`config.mk`:
```
export PLATFORM = sky130hd
export DESIGN_NAME = glyph_stroke_seq_flat
export DESIGN_NICKNAME = d
export VERILOG_FILES = /design/src/rtl/glyph_stroke_seq_if.sv /design/src/rtl/glyph_stroke_seq.sv /design/src/flat_wrapper.sv
export SDC_FILE = /design/constraint.sdc
export NUM_CORES = 1
export LEC_CHECK = 0
export BUFFER_PORTS_ARGS = -buffer_cell sky130_fd_sc_hd__buf_2
export CORE_MARGIN = 3
export CORE_UTILIZATION = 60
export DETAILED_ROUTE_END_ITERATION = 8
export PLACE_DENSITY = 0.94
export SLEW_MARGIN = 20
export SYNTH_ARGS = -nofsm -noshare
export SYNTH_HDL_FRONTEND = slang
export SYNTH_SLANG_ARGS = --single-unit
```
`constraint.sdc`:
```
create_clock -name clk -period 6.4 [get_ports clk]
set_input_delay 0.96 -clock clk [delete_from_list [all_inputs] [get_ports clk]]
set_output_delay 0.96 -clock clk [all_outputs]
set_load 0.01 [all_outputs]
```
`src/rtl/glyph_stroke_seq_if.sv`:
```
// Segment bus from the stroke sequencer to the line-drawing / motion controller.
interface glyph_stroke_seq_if #(
  parameter int OUT_W = 11
);
  logic             seg_valid;
  logic             seg_ready;
  logic [OUT_W-1:0] seg_sx;
  logic [OUT_W-1:0] seg_sy;
  logic [OUT_W-1:0] seg_ex;
  logic [OUT_W-1:0] seg_ey;
  logic             seg_pen;
  logic             seg_clip;

  modport master (
    output seg_valid, seg_sx, seg_sy, seg_ex, seg_ey, seg_pen, seg_clip,
    input  seg_ready
  );

  modport slave (
    input  seg_valid, seg_sx, seg_sy, seg_ex, seg_ey, seg_pen, seg_clip,
    output seg_ready
  );
endinterface

```
`src/rtl/glyph_stroke_seq.sv`:
```
// Stroke sequencer: walks the combinational stroke table for one glyph,
// scales/offsets each stroke into plotter space and hands segments
// downstream one at a time over valid/ready.
module glyph_stroke_seq #(
  parameter int COORD_W     = 8,
  parameter int IDX_W       = 5,
  parameter int GLYPH_W     = 4,
  parameter int MAX_STROKES = 32,
  parameter int OUT_W       = 11
) (
  input  logic               clk,
  input  logic               rst,
  input  logic               start,
  input  logic               abort,
  input  logic [GLYPH_W-1:0] glyph,
  input  logic [OUT_W-1:0]   origin_x,
  input  logic [OUT_W-1:0]   origin_y,
  input  logic [1:0]         scale,
  input  logic               skip_travel,
  output logic [GLYPH_W-1:0] glyph_sel,
  output logic [IDX_W-1:0]   stroke_idx,
  input  logic [COORD_W-1:0] tbl_sx,
  input  logic [COORD_W-1:0] tbl_sy,
  input  logic [COORD_W-1:0] tbl_ex,
  input  logic [COORD_W-1:0] tbl_ey,
  input  logic               tbl_pen,
  glyph_stroke_seq_if.master seg,
  output logic               busy,
  output logic               done,
  output logic               overrun
);

  localparam int SUM_W = OUT_W + 1;
  localparam logic [IDX_W-1:0] LAST_IDX = IDX_W'(MAX_STROKES - 1);

  typedef enum logic [1:0] {IDLE, FETCH, ISSUE, DONE} state_t;

  state_t           state;
  logic [OUT_W-1:0] org_x, org_y;
  logic [1:0]       scale_r;
  logic             skip_r;
  logic             term_r, cap_r;

  logic [SUM_W-1:0] sum_sx, sum_sy, sum_ex, sum_ey;
  logic [OUT_W-1:0] sat_sx, sat_sy, sat_ex, sat_ey;
  logic             clip_any, term_now, cap_now;

  // origin + (coord << shift), one spare bit to detect overflow
  function automatic logic [SUM_W-1:0] place(input logic [OUT_W-1:0]   org,
                                             input logic [COORD_W-1:0] c,
                                             input logic [1:0]         sh);
    logic [SUM_W-1:0] ce;
    ce = SUM_W'(c) << sh;
    return {1'b0, org} + ce;
  endfunction

  // Transform and saturate the current table entry; classify it
  always_comb begin
    sum_sx   = place(org_x, tbl_sx, scale_r);
    sum_sy   = place(org_y, tbl_sy, scale_r);
    sum_ex   = place(org_x, tbl_ex, scale_r);
    sum_ey   = place(org_y, tbl_ey, scale_r);
    sat_sx   = sum_sx[OUT_W] ? '1 : sum_sx[OUT_W-1:0];
    sat_sy   = sum_sy[OUT_W] ? '1 : sum_sy[OUT_W-1:0];
    sat_ex   = sum_ex[OUT_W] ? '1 : sum_ex[OUT_W-1:0];
    sat_ey   = sum_ey[OUT_W] ? '1 : sum_ey[OUT_W-1:0];
    clip_any = sum_sx[OUT_W] | sum_sy[OUT_W] | sum_ex[OUT_W] | sum_ey[OUT_W];
    term_now = !tbl_pen && (tbl_ex == '0) && (tbl_ey == '0);
    cap_now  = (stroke_idx == LAST_IDX);
  end

  // Sequencer FSM with registered outputs
  always_ff @(posedge clk or posedge rst) begin
    if (rst) begin
      state         <= IDLE;
      glyph_sel     <= '0;
      stroke_idx    <= '0;
      org_x         <= '0;
      org_y         <= '0;
      scale_r       <= '0;
      skip_r        <= 1'b0;
      term_r        <= 1'b0;
      cap_r         <= 1'b0;
      seg.seg_valid <= 1'b0;
      seg.seg_sx    <= '0;
      seg.seg_sy    <= '0;
      seg.seg_ex    <= '0;
      seg.seg_ey    <= '0;
      seg.seg_pen   <= 1'b0;
      seg.seg_clip  <= 1'b0;
      busy          <= 1'b0;
      done          <= 1'b0;
      overrun       <= 1'b0;
    end else begin
      done    <= 1'b0;
      overrun <= 1'b0;
      if (abort && state != IDLE) begin
        state         <= IDLE;
        seg.seg_valid <= 1'b0;
        busy          <= 1'b0;
      end else begin
        case (state)
          IDLE: begin
            if (start && !abort) begin
              glyph_sel  <= glyph;
              org_x      <= origin_x;
              org_y      <= origin_y;
              scale_r    <= scale;
              skip_r     <= skip_travel;
              stroke_idx <= '0;
              busy       <= 1'b1;
              state      <= FETCH;
            end
          end
          FETCH: begin
            seg.seg_sx   <= sat_sx;
            seg.seg_sy   <= sat_sy;
            seg.seg_ex   <= sat_ex;
            seg.seg_ey   <= sat_ey;
            seg.seg_pen  <= tbl_pen;
            seg.seg_clip <= clip_any;
            term_r       <= term_now;
            cap_r        <= cap_now;
            if (term_now && skip_r) begin
              done  <= 1'b1;
              state <= DONE;
            end else begin
              seg.seg_valid <= 1'b1;
              state         <= ISSUE;
            end
          end
          ISSUE: begin
            if (seg.seg_ready) begin
              seg.seg_valid <= 1'b0;
              if (term_r || cap_r) begin
                // overrun is asserted alongside done rather than held as a pending flag
                done    <= 1'b1;
                overrun <= cap_r && !term_r;
                state   <= DONE;
              end else begin
                stroke_idx <= stroke_idx + 1'b1;
                state      <= FETCH;
              end
            end
          end
          DONE: begin
            busy  <= 1'b0;
            state <= IDLE;
          end
          default: state <= IDLE;
        endcase
      end
    end
  end

endmodule

```
`src/flat_wrapper.sv`:
```
// flat-port wrapper written by rule: the top's interface ports become plain ports
module glyph_stroke_seq_flat 
#(
  parameter int COORD_W     = 8,
  parameter int IDX_W       = 5,
  parameter int GLYPH_W     = 4,
  parameter int MAX_STROKES = 32,
  parameter int OUT_W       = 11
)
  (clk, rst, start, abort, glyph, origin_x, origin_y, scale, skip_travel, glyph_sel, stroke_idx, tbl_sx, tbl_sy, tbl_ex, tbl_ey, tbl_pen, busy, done, overrun, seg_seg_valid, seg_seg_sx, seg_seg_sy, seg_seg_ex, seg_seg_ey, seg_seg_pen, seg_seg_clip, seg_seg_ready);
  glyph_stroke_seq_if #(.OUT_W(OUT_W)) seg_i ();
  input  logic clk;
  input  logic rst;
  input  logic start;
  input  logic abort;
  input  logic [GLYPH_W-1:0] glyph;
  input  logic [OUT_W-1:0] origin_x;
  input  logic [OUT_W-1:0] origin_y;
  input  logic [1:0] scale;
  input  logic skip_travel;
  output logic [GLYPH_W-1:0] glyph_sel;
  output logic [IDX_W-1:0] stroke_idx;
  input  logic [COORD_W-1:0] tbl_sx;
  input  logic [COORD_W-1:0] tbl_sy;
  input  logic [COORD_W-1:0] tbl_ex;
  input  logic [COORD_W-1:0] tbl_ey;
  input  logic tbl_pen;
  output logic busy;
  output logic done;
  output logic overrun;
  output wire logic [$bits(seg_i.seg_valid)-1:0] seg_seg_valid;
  output wire logic [$bits(seg_i.seg_sx)-1:0] seg_seg_sx;
  output wire logic [$bits(seg_i.seg_sy)-1:0] seg_seg_sy;
  output wire logic [$bits(seg_i.seg_ex)-1:0] seg_seg_ex;
  output wire logic [$bits(seg_i.seg_ey)-1:0] seg_seg_ey;
  output wire logic [$bits(seg_i.seg_pen)-1:0] seg_seg_pen;
  output wire logic [$bits(seg_i.seg_clip)-1:0] seg_seg_clip;
  input wire logic [$bits(seg_i.seg_ready)-1:0] seg_seg_ready;
  assign seg_seg_valid = seg_i.seg_valid;
  assign seg_seg_sx = seg_i.seg_sx;
  assign seg_seg_sy = seg_i.seg_sy;
  assign seg_seg_ex = seg_i.seg_ex;
  assign seg_seg_ey = seg_i.seg_ey;
  assign seg_seg_pen = seg_i.seg_pen;
  assign seg_seg_clip = seg_i.seg_clip;
  assign seg_i.seg_ready = seg_seg_ready;
  glyph_stroke_seq #(.COORD_W(COORD_W), .IDX_W(IDX_W), .GLYPH_W(GLYPH_W), .MAX_STROKES(MAX_STROKES), .OUT_W(OUT_W)) u_core (.clk(clk), .rst(rst), .start(start), .abort(abort), .glyph(glyph), .origin_x(origin_x), .origin_y(origin_y), .scale(scale), .skip_travel(skip_travel), .glyph_sel(glyph_sel), .stroke_idx(stroke_idx), .tbl_sx(tbl_sx), .tbl_sy(tbl_sy), .tbl_ex(tbl_ex), .tbl_ey(tbl_ey), .tbl_pen(tbl_pen), .seg(seg_i), .busy(busy), .done(done), .overrun(overrun));
endmodule
```
==> impl_metrics.env, run 1 <==
export IMPL_status="completed"
export IMPL_finalSetupTns_ns=0
export IMPL_dp_hpwl_mm=12.2
export IMPL_crit_path_end="u_core.seg.seg_ey[6]$_DFFE_PP0P_"
export IMPL_cts_tree="built"
export IMPL_crit_chain="mux4_2 -> ha_1 -> a21oi_1 -> o21a_1 -> o31ai_2 -> a41o_1 -> a21oi_1 -> a31oi_1"
export IMPL_routed_wl_mm=16.4
export IMPL_yosys_area_top_type_share_pct=35.8
export IMPL_pre_cts_ws_ns=2.56
export IMPL_synth_cells=608
export IMPL_synthDistinctLibCells=56
export IMPL_synthMuxAreaShare_pct=13.0
export IMPL_synth_async_reset_ratio_pct=100
export IMPL_pwr_share_clk_pct=8.3
export IMPL_p_total_mw=4.60
export IMPL_synth_xor_area_share_pct=4.12
export IMPL_clkLatencyLatePin_ns=0.39
export IMPL_tightest_slew_ns=1.02
export IMPL_antenna_found_initial=2
export IMPL_synth_main_ff_cell="dfrtp_1"
export IMPL_final_util_pct=71.4
export IMPL_syn_avg_cell_area_um2=10.1
export IMPL_cp_slowest_cell="dfrtp_2"
export IMPL_finalWeightedCongestion=0.975
export IMPL_final_max_slew_viol_count=0
export IMPL_final_period_utilization_pct=61.6
export IMPL_track_usage_pct=29.3
export IMPL_yosysTopAreaCell="dfrtp_1"
export IMPL_cts_buffers=9
export IMPL_synth_edf_count=0
export IMPL_cap_viol_max_count=0
export IMPL_cp_common_cell="a21oi_1"
export IMPL_ir_drop_v=0.000305
export IMPL_initial_utilization_pct=62.4
export IMPL_cts_num_sinks=88
export IMPL_fp_dieW_um=107
export IMPL_synth_top_family_by_area="compound AO/OA/AOI/OAI gates"
export IMPL_power_per_cell_area_nw_per_um2=652
export IMPL_synthSimpleGateAreaFrac_pct=11.5
export IMPL_ff2ff_path_depth=8
export IMPL_r2r_start="u_core.scale_r[0]$_DFFE_PP0P_"
export IMPL_ioPinCount=126
export IMPL_ys_seq_area_share_pct=35.8
export IMPL_layout_nets=840
export IMPL_startpoint_type="flip-flop"
export IMPL_comb_power_share_pct=68.2
export IMPL_postRouteAntennaNets=0
export IMPL_finalSetupViolCount=0
export IMPL_worstHoldStart="u_core.seg.seg_sy[5]$_DFFE_PP0P_"
export IMPL_syn_cell_area_um2=6160
export IMPL_synthAdderAreaFrac_pct=11.7
export IMPL_grt_overflow=0
export IMPL_cp_end_kind="flip-flop"
export IMPL_finalWorstSetupSlack_ns=2.46
export IMPL_slew_headroom_pct=32.0
export IMPL_leakage_nw=3.32
export IMPL_worstSetupPathType="flip-flop to flip-flop"
export IMPL_rsz0062_at_grt="false"
export IMPL_core_area_um2=9860
export IMPL_cp_data_required_time_ns=6.63
export IMPL_htree_levels=3
export IMPL_wl_per_cell_um=19.1
export IMPL_ys_top_cells_by_area="dfrtp_1 (36%), ha_1 (10%), mux2_2 (6.2%)"
export IMPL_layout_min_cycle_time_ns=3.94
export IMPL_switchingPower_mw=2.19
export IMPL_hold_buffers=0
export IMPL_swShare_pct=47.7
export IMPL_synth_nets=730
export IMPL_fin_skew_ns=0.0130
export IMPL_final_hold_viol_count=0
export IMPL_drc=0
export IMPL_vias=5469
export IMPL_die_h_um=107
export IMPL_grt_start_max_net_pins=89
export IMPL_first_pass_iters=5
export IMPL_root_buffer="clkbuf_8"
export IMPL_yosys_warnings=0
export IMPL_cts_resized_gates=0
export IMPL_crit_fanout=52
export IMPL_ys_ff_latch=88
export IMPL_hold_class="flip-flop to flip-flop"
export IMPL_area_growth_synth_to_final_pct=14.4
export IMPL_cp_slowest_stage_delay_ns=1.05
export IMPL_drt_initial_drc_count=394
export IMPL_regToRegSetupSlack_ns=2.46
export IMPL_final_area_um2=7050
export IMPL_die_area_um2=11500
export IMPL_cp_data_arrival_time_ns=4.17
export IMPL_rows=36
export IMPL_r2r_end="u_core.seg.seg_ey[6]$_DFFE_PP0P_"
export IMPL_post_cts_buffers=0
export IMPL_max_freq_mhz=254
export IMPL_placed_cell_area_um2=6850
export IMPL_seqPwrFrac_pct=23.5
export IMPL_numPortBuffers=125
export IMPL_cts_reportedPaths_clkPinSlew_ns=0.10
export IMPL_clockBufferDepth=2
export IMPL_critPathLaunch="u_core.scale_r[0]$_DFFE_PP0P_"
export IMPL_drive_above_1_share_pct=28.8
export IMPL_internal_power_mw=2.40
export IMPL_synth_compound_area_share_pct=21.0
export IMPL_grt_pass1_vias=5502
export IMPL_grt_pass1_wl_mm=26.5
export IMPL_viasPerCell=6.38
[final cells by class]
| class | count | area (um2) |
|---|---|---|
| Multi-Input combinational cell | 477 | 3780 |
| Fill cell | 692 | 2820 |
| Sequential cell | 88 | 2200 |
| Timing Repair Buffer | 129 | 659 |
| Tap cell | 133 | 166 |
| Clock buffer | 10 | 138 |
| Clock inverter | 6 | 50.0 |
| Inverter | 13 | 50.0 |
| Antenna cell | 1 | 2.50 |
[cell usage in the layout (no fill, tap or decap), types with 9 or more instances in the layout]
cell / n
a21o_1: 16
inv_1: 12
xnor2_1: 19
nor4_1: 9
o21ai_0: 28
xor2_1: 10
nor2b_1: 15
ha_1: 51
nor2_1: 41
buf_2: 125
mux2i_1: 24
a211oi_1: 12
a31oi_1: 12
mux2_2: 34
clkbuf_8: 10
dfrtp_1: 87
nand2_1: 37
a21oi_1: 38
o22a_1: 21
[worst min-delay path by stage]
| stage | end | cells after the start |
|---|---|---|
| 2_1_floorplan | u_core.overrun$_DFF_PP0_ | 1 |
| 3_3_place_gp | u_core.seg.seg_sy[5]$_DFFE_PP0P_ | 2 |
| 3_5_place_dp | u_core.seg.seg_sx[3]$_DFFE_PP0P_ | 2 |
| 4_1_cts | u_core.seg.seg_sy[5]$_DFFE_PP0P_ | 2 |
| 5_1_grt | u_core.seg.seg_sy[5]$_DFFE_PP0P_ | 2 |
| 6_report | u_core.seg.seg_sy[5]$_DFFE_PP0P_ | 2 |
[metrics by stage]
step / cells / hold WS [ns]
floorplan: 608 / 0.424
global placement: 840 / 0.445
detailed placement: 840 / 0.466
CTS: 856 / 0.488
global route: 857 / 0.508
finish: 857 / 0.480
[critical path: cells and delay by family (launching register included)]
family                     cells  cell delay [ns]
muxes                          1             0.62
adders and majority gates      1             0.34
DFF                            1             1.05
AOI/OAI and AO/OA              6             1.75
[power by group through the flow]
stage / clock, mW / combinational [mW] / sequential (mW)
after floorplan: 0 / 2.36 / 1.05
after global routing: 0.405 / 3.45 / 1.11
after global placement: 0 / 2.90 / 1.07
after CTS: 0.386 / 3.10 / 1.07
after detailed placement: 0 / 3.06 / 1.08
final: 0.381 / 3.14 / 1.08
[cells by family (layout without fill, tap and decap cells)]
| kind of cell | after synthesis | in the layout |
|---|---|---|
| adders and majority gates | 55 | 55 |
| buffers and inverters | 43 | 158 |
| DFF | 88 | 88 |
| and+or+nand+nor | 145 | 145 |
| xor gates and xnor gates | 29 | 29 |
| other | 0 | 1 |
| AOI/OAI and AO/OA | 182 | 182 |
| muxes | 66 | 66 |
[synthesized netlist by cell type, types with 7 or more instances]
master,instances
dfrtp_1,88
ha_1,51
nor2_1,41
a21oi_1,38
nand2_1,37
mux2_2,34
o21ai_0,29
mux2i_1,24
o22a_1,21
xnor2_1,19
a21o_1,16
nor2b_1,15
clkbuf_1,13
inv_1,13
a211oi_1,12
a31oi_1,12
xor2_1,10
buf_2,9
nor4_1,9
mux4_2,8
nor3_1,8
o21a_1,8
o22a_2,8
and3_1,7
buf_1,7
nand3_1,7
[per-layer routing]
layer | routed length, um | GRT usage (%) | share of wire [%]
met2 | 7720 | 47.4 | 47
met3 | 1220 | 5.88 | 7.5
met5 | 19 | 0 | 0.12
met1 | 6530 | 36.2 | 40
met4 | 869 | 17.8 | 5.3
[sequential cells by signal, indices dropped and copies added, names as in the netlist, 2 cells and up]
name and cells:
u_core.org_x 11, u_core.org_y 11, u_core.seg.seg_ex 11, u_core.seg.seg_ey 11, u_core.seg.seg_sx 11, u_core.seg.seg_sy 11, u_core.stroke_idx 5, u_core.glyph_sel 4
u_core.scale_r 2, u_core.state 2
No activity file was read; power rests on OpenSTA's default activity.
==> run 2: changes to the inputs <==
--- a/config.mk
+++ b/config.mk
@@ -5,11 +5,12 @@
 export SDC_FILE = /design/constraint.sdc
 export NUM_CORES = 1
 export LEC_CHECK = 0
+export ABC_AREA = 1
 export BUFFER_PORTS_ARGS = -buffer_cell sky130_fd_sc_hd__buf_2
 export CORE_MARGIN = 3
-export CORE_UTILIZATION = 60
+export CORE_UTILIZATION = 52
 export DETAILED_ROUTE_END_ITERATION = 8
-export PLACE_DENSITY = 0.94
+export PLACE_DENSITY = 0.86
 export SLEW_MARGIN = 20
 export SYNTH_ARGS = -nofsm -noshare
 export SYNTH_HDL_FRONTEND = slang
==> constraint.sdc (replaced) <==
create_clock -name clk -period 3.4 [get_ports clk]
set_input_delay 0.51 -clock clk [delete_from_list [all_inputs] [get_ports clk]]
set_output_delay 0.51 -clock clk [all_outputs]
set_load 0.01 [all_outputs]
==> impl_metrics.env, run 2 <==
export IMPL_postRouteAntennaNets=0
export IMPL_cts_resized_gates=0
export IMPL_pwr_share_clk_pct=10.9
export IMPL_syn_cell_area_um2=6810
export IMPL_yosys_area_top_type_share_pct=32.3
export IMPL_layout_nets=1155
export IMPL_yosys_warnings=0
export IMPL_synth_cells=911
export IMPL_area_growth_synth_to_final_pct=16.3
export IMPL_finalWeightedCongestion=0.982
export IMPL_finalSetupViolCount=0
export IMPL_placed_cell_area_um2=7610
export IMPL_cap_viol_max_count=0
export IMPL_layout_min_cycle_time_ns=2.80
export IMPL_final_hold_viol_count=0
export IMPL_max_freq_mhz=357
export IMPL_core_area_um2=12700
export IMPL_tightest_slew_ns=0.763
export IMPL_drive_above_1_share_pct=21.2
export IMPL_internal_power_mw=4.78
export IMPL_cp_end_kind="flip-flop"
export IMPL_ys_ff_latch=88
export IMPL_grt_overflow=0
export IMPL_synth_async_reset_ratio_pct=100
export IMPL_synth_nets=1033
export IMPL_leakage_nw=4.19
export IMPL_wl_per_cell_um=14.6
export IMPL_worstSetupPathType="flip-flop to flip-flop"
export IMPL_finalWorstSetupSlack_ns=0.596
export IMPL_final_period_utilization_pct=82.5
export IMPL_synth_main_ff_cell="dfrtp_1"
export IMPL_dp_hpwl_mm=14.0
export IMPL_fin_skew_ns=0.00792
export IMPL_crit_fanout=29
export IMPL_cts_reportedPaths_clkPinSlew_ns=0.06
export IMPL_swShare_pct=51.2
export IMPL_drt_initial_drc_count=402
export IMPL_grt_pass1_wl_mm=28.9
export IMPL_multi_input_area_um2=4080
export IMPL_fp_dieW_um=120
export IMPL_htree_levels=3
export IMPL_layout_commonest_cell="nand2_1"
export IMPL_hold_class="input pin to async pin"
export IMPL_antenna_found_initial=2
export IMPL_die_area_um2=14500
export IMPL_r2r_start="u_core.scale_r[0]$_DFFE_PP0P_"
export IMPL_rows=41
export IMPL_synth_most_common_cell="nand2_1"
export IMPL_startpoint_type="flip-flop"
export IMPL_yosysTopAreaCell="dfrtp_1"
export IMPL_switchingPower_mw=5.02
export IMPL_ff2ff_path_depth=13
export IMPL_cts_buffers=9
export IMPL_initial_utilization_pct=53.6
export IMPL_pre_cts_ws_ns=0.636
export IMPL_cts_num_sinks=88
export IMPL_viasPerCell=5.25
export IMPL_die_h_um=120
export IMPL_clockBufferDepth=2
export IMPL_final_util_pct=62.3
export IMPL_hold_buffers=0
export IMPL_ff_latch_area_um2=2200
export IMPL_syn_avg_cell_area_um2=7.48
export IMPL_final_max_slew_viol_count=0
export IMPL_final_area_um2=7920
export IMPL_post_cts_buffers=0
export IMPL_grt_pass1_vias=6052
export IMPL_first_pass_iters=5
export IMPL_numPortBuffers=125
export IMPL_cp_data_arrival_time_ns=3.05
export IMPL_seqPwrFrac_pct=19.9
export IMPL_power_per_cell_area_nw_per_um2=1240
export IMPL_r2r_end="u_core.seg.seg_clip$_DFFE_PP0P_"
export IMPL_root_buffer="clkbuf_16"
export IMPL_status="completed"
export IMPL_rsz0062_at_grt="false"
export IMPL_hold_ws_ns=0.265
export IMPL_ys_seq_area_share_pct=32.3
export IMPL_synthDistinctLibCells=44
export IMPL_fillerInstances=1192
export IMPL_drc=0
export IMPL_cp_data_required_time_ns=3.65
export IMPL_layout_common_cells="nand2_1 (229), nor2_1 (131), buf_2 (125)"
export IMPL_ir_drop_v=0.000488
export IMPL_regToRegSetupSlack_ns=0.60
export IMPL_cts_tree="built"
export IMPL_ioPinCount=126
export IMPL_ys_top_cells_by_area="dfrtp_1 (32%), nand2_1 (13%), ha_1 (9.4%)"
export IMPL_clkLatencyLatePin_ns=0.35
export IMPL_comb_power_share_pct=69.2
export IMPL_yosys_top_cells_count="nand2_1 (229), nor2_1 (131), inv_1 (98)"
export IMPL_finalSetupTns_ns=0
export IMPL_routed_wl_mm=17.7
export IMPL_vias=6362
export IMPL_grt_start_max_net_pins=46
export IMPL_track_usage_pct=25.1
export IMPL_slew_headroom_pct=49.1
export IMPL_synth_edf_count=0
==> run 2: cell types whose count changed in the layout (fill, tap and decap cells not counted), moves of 10 or more <==
cell and change:
nand2_1 +192, nor2_1 +90, inv_1 +85, nand3_1 +49, o22a_1 -17, nor2b_1 -15
a21o_1 -14, o21ai_0 +13, a211oi_1 -11, a21oi_2 +10, clkbuf_8 -10
==> run 2: logic make-up (layout without fill, tap and decap cells) <==
kind of cell	count (synthesis)	in the layout	share of synthesized area [%]
and+or+nand+nor	458	458	29.2
buffers and inverters	128	255	7.81
AOI/OAI and AO/OA	109	109	9.33
DFF	88	88	32.3
adders and majority gates	55	55	10.5
muxes	52	52	8.14
xor gates and xnor gates	21	21	2.70
other	0	1	0
==> run 2: worst max path at each step <==
| stage | slack, ns | startpoint | cells after the start | endpoint |
|---|---|---|---|---|
| after global routing | 0.32 | u_core.scale_r[0]$_DFFE_PP0P_ | 14 | u_core.seg.seg_clip$_DFFE_PP0P_ |
| after CTS | 0.62 | u_core.scale_r[0]$_DFFE_PP0P_ | 13 | u_core.seg.seg_clip$_DFFE_PP0P_ |
| after detailed placement | 0.64 | u_core.scale_r[0]$_DFFE_PP0P_ | 13 | u_core.seg.seg_clip$_DFFE_PP0P_ |
| after floorplan | 0.61 | rst | 1 | u_core.busy$_DFFE_PP0P_ |
| after global placement | 0.63 | u_core.scale_r[0]$_DFFE_PP0P_ | 13 | u_core.seg.seg_clip$_DFFE_PP0P_ |
| final | 0.60 | u_core.scale_r[0]$_DFFE_PP0P_ | 13 | u_core.seg.seg_clip$_DFFE_PP0P_ |
==> run 2: metal layers <==
metal / track usage (%) / vias up / routed length, um
met5: 0 / - / 7
met4: 10.6 / 2 / 480
met3: 3.74 / 33 / 929
met2: 41.3 / 165 / 8350
met1: 33.1 / 2958 / 7960
li1: - / 3204 / -
==> run 2: stage by stage <==
step / power, mW / instances
floorplan: 7.04 / 911
global placement: 8.52 / 1194
detailed placement: 8.65 / 1194
CTS: 9.78 / 1210
global route: 10.8 / 1211
finish: 9.80 / 1211
==> run 2: power by group through the flow <==
stage	Sequential, mW	Clock, mW	Combinational (mW)
final	1.95	1.07	6.78
after global routing	2.01	1.13	7.62
after CTS	1.95	1.08	6.75
after detailed placement	1.96	0	6.69
after global placement	1.95	0	6.56
after floorplan	1.96	0	5.07
==> run 2: worst max-delay path: stages, from the launching register on <==
cell and delay (ns):
dfrtp_2 0.58, buf_12 0.22, clkinv_1 0.25, nand3_1 0.15
o21ai_0 0.10, ha_1 0.40, nand2_1 0.13, nand3_2 0.13
nand3_1 0.16, nand3_1 0.13, nor2_1 0.23, nand3_1 0.10
nand2_1 0.07, inv_1 0.04
==> run 2: final cells by class <==
cell class	count	share of cell area (%)
Timing Repair Buffer	132	8.87
Antenna cell	1	0.0316
Inverter	107	5.13
Clock inverter	5	1.03
Tap cell	172	2.72
Clock buffer	11	2.94
Sequential cell	88	27.8
Multi-Input combinational cell	695	51.5
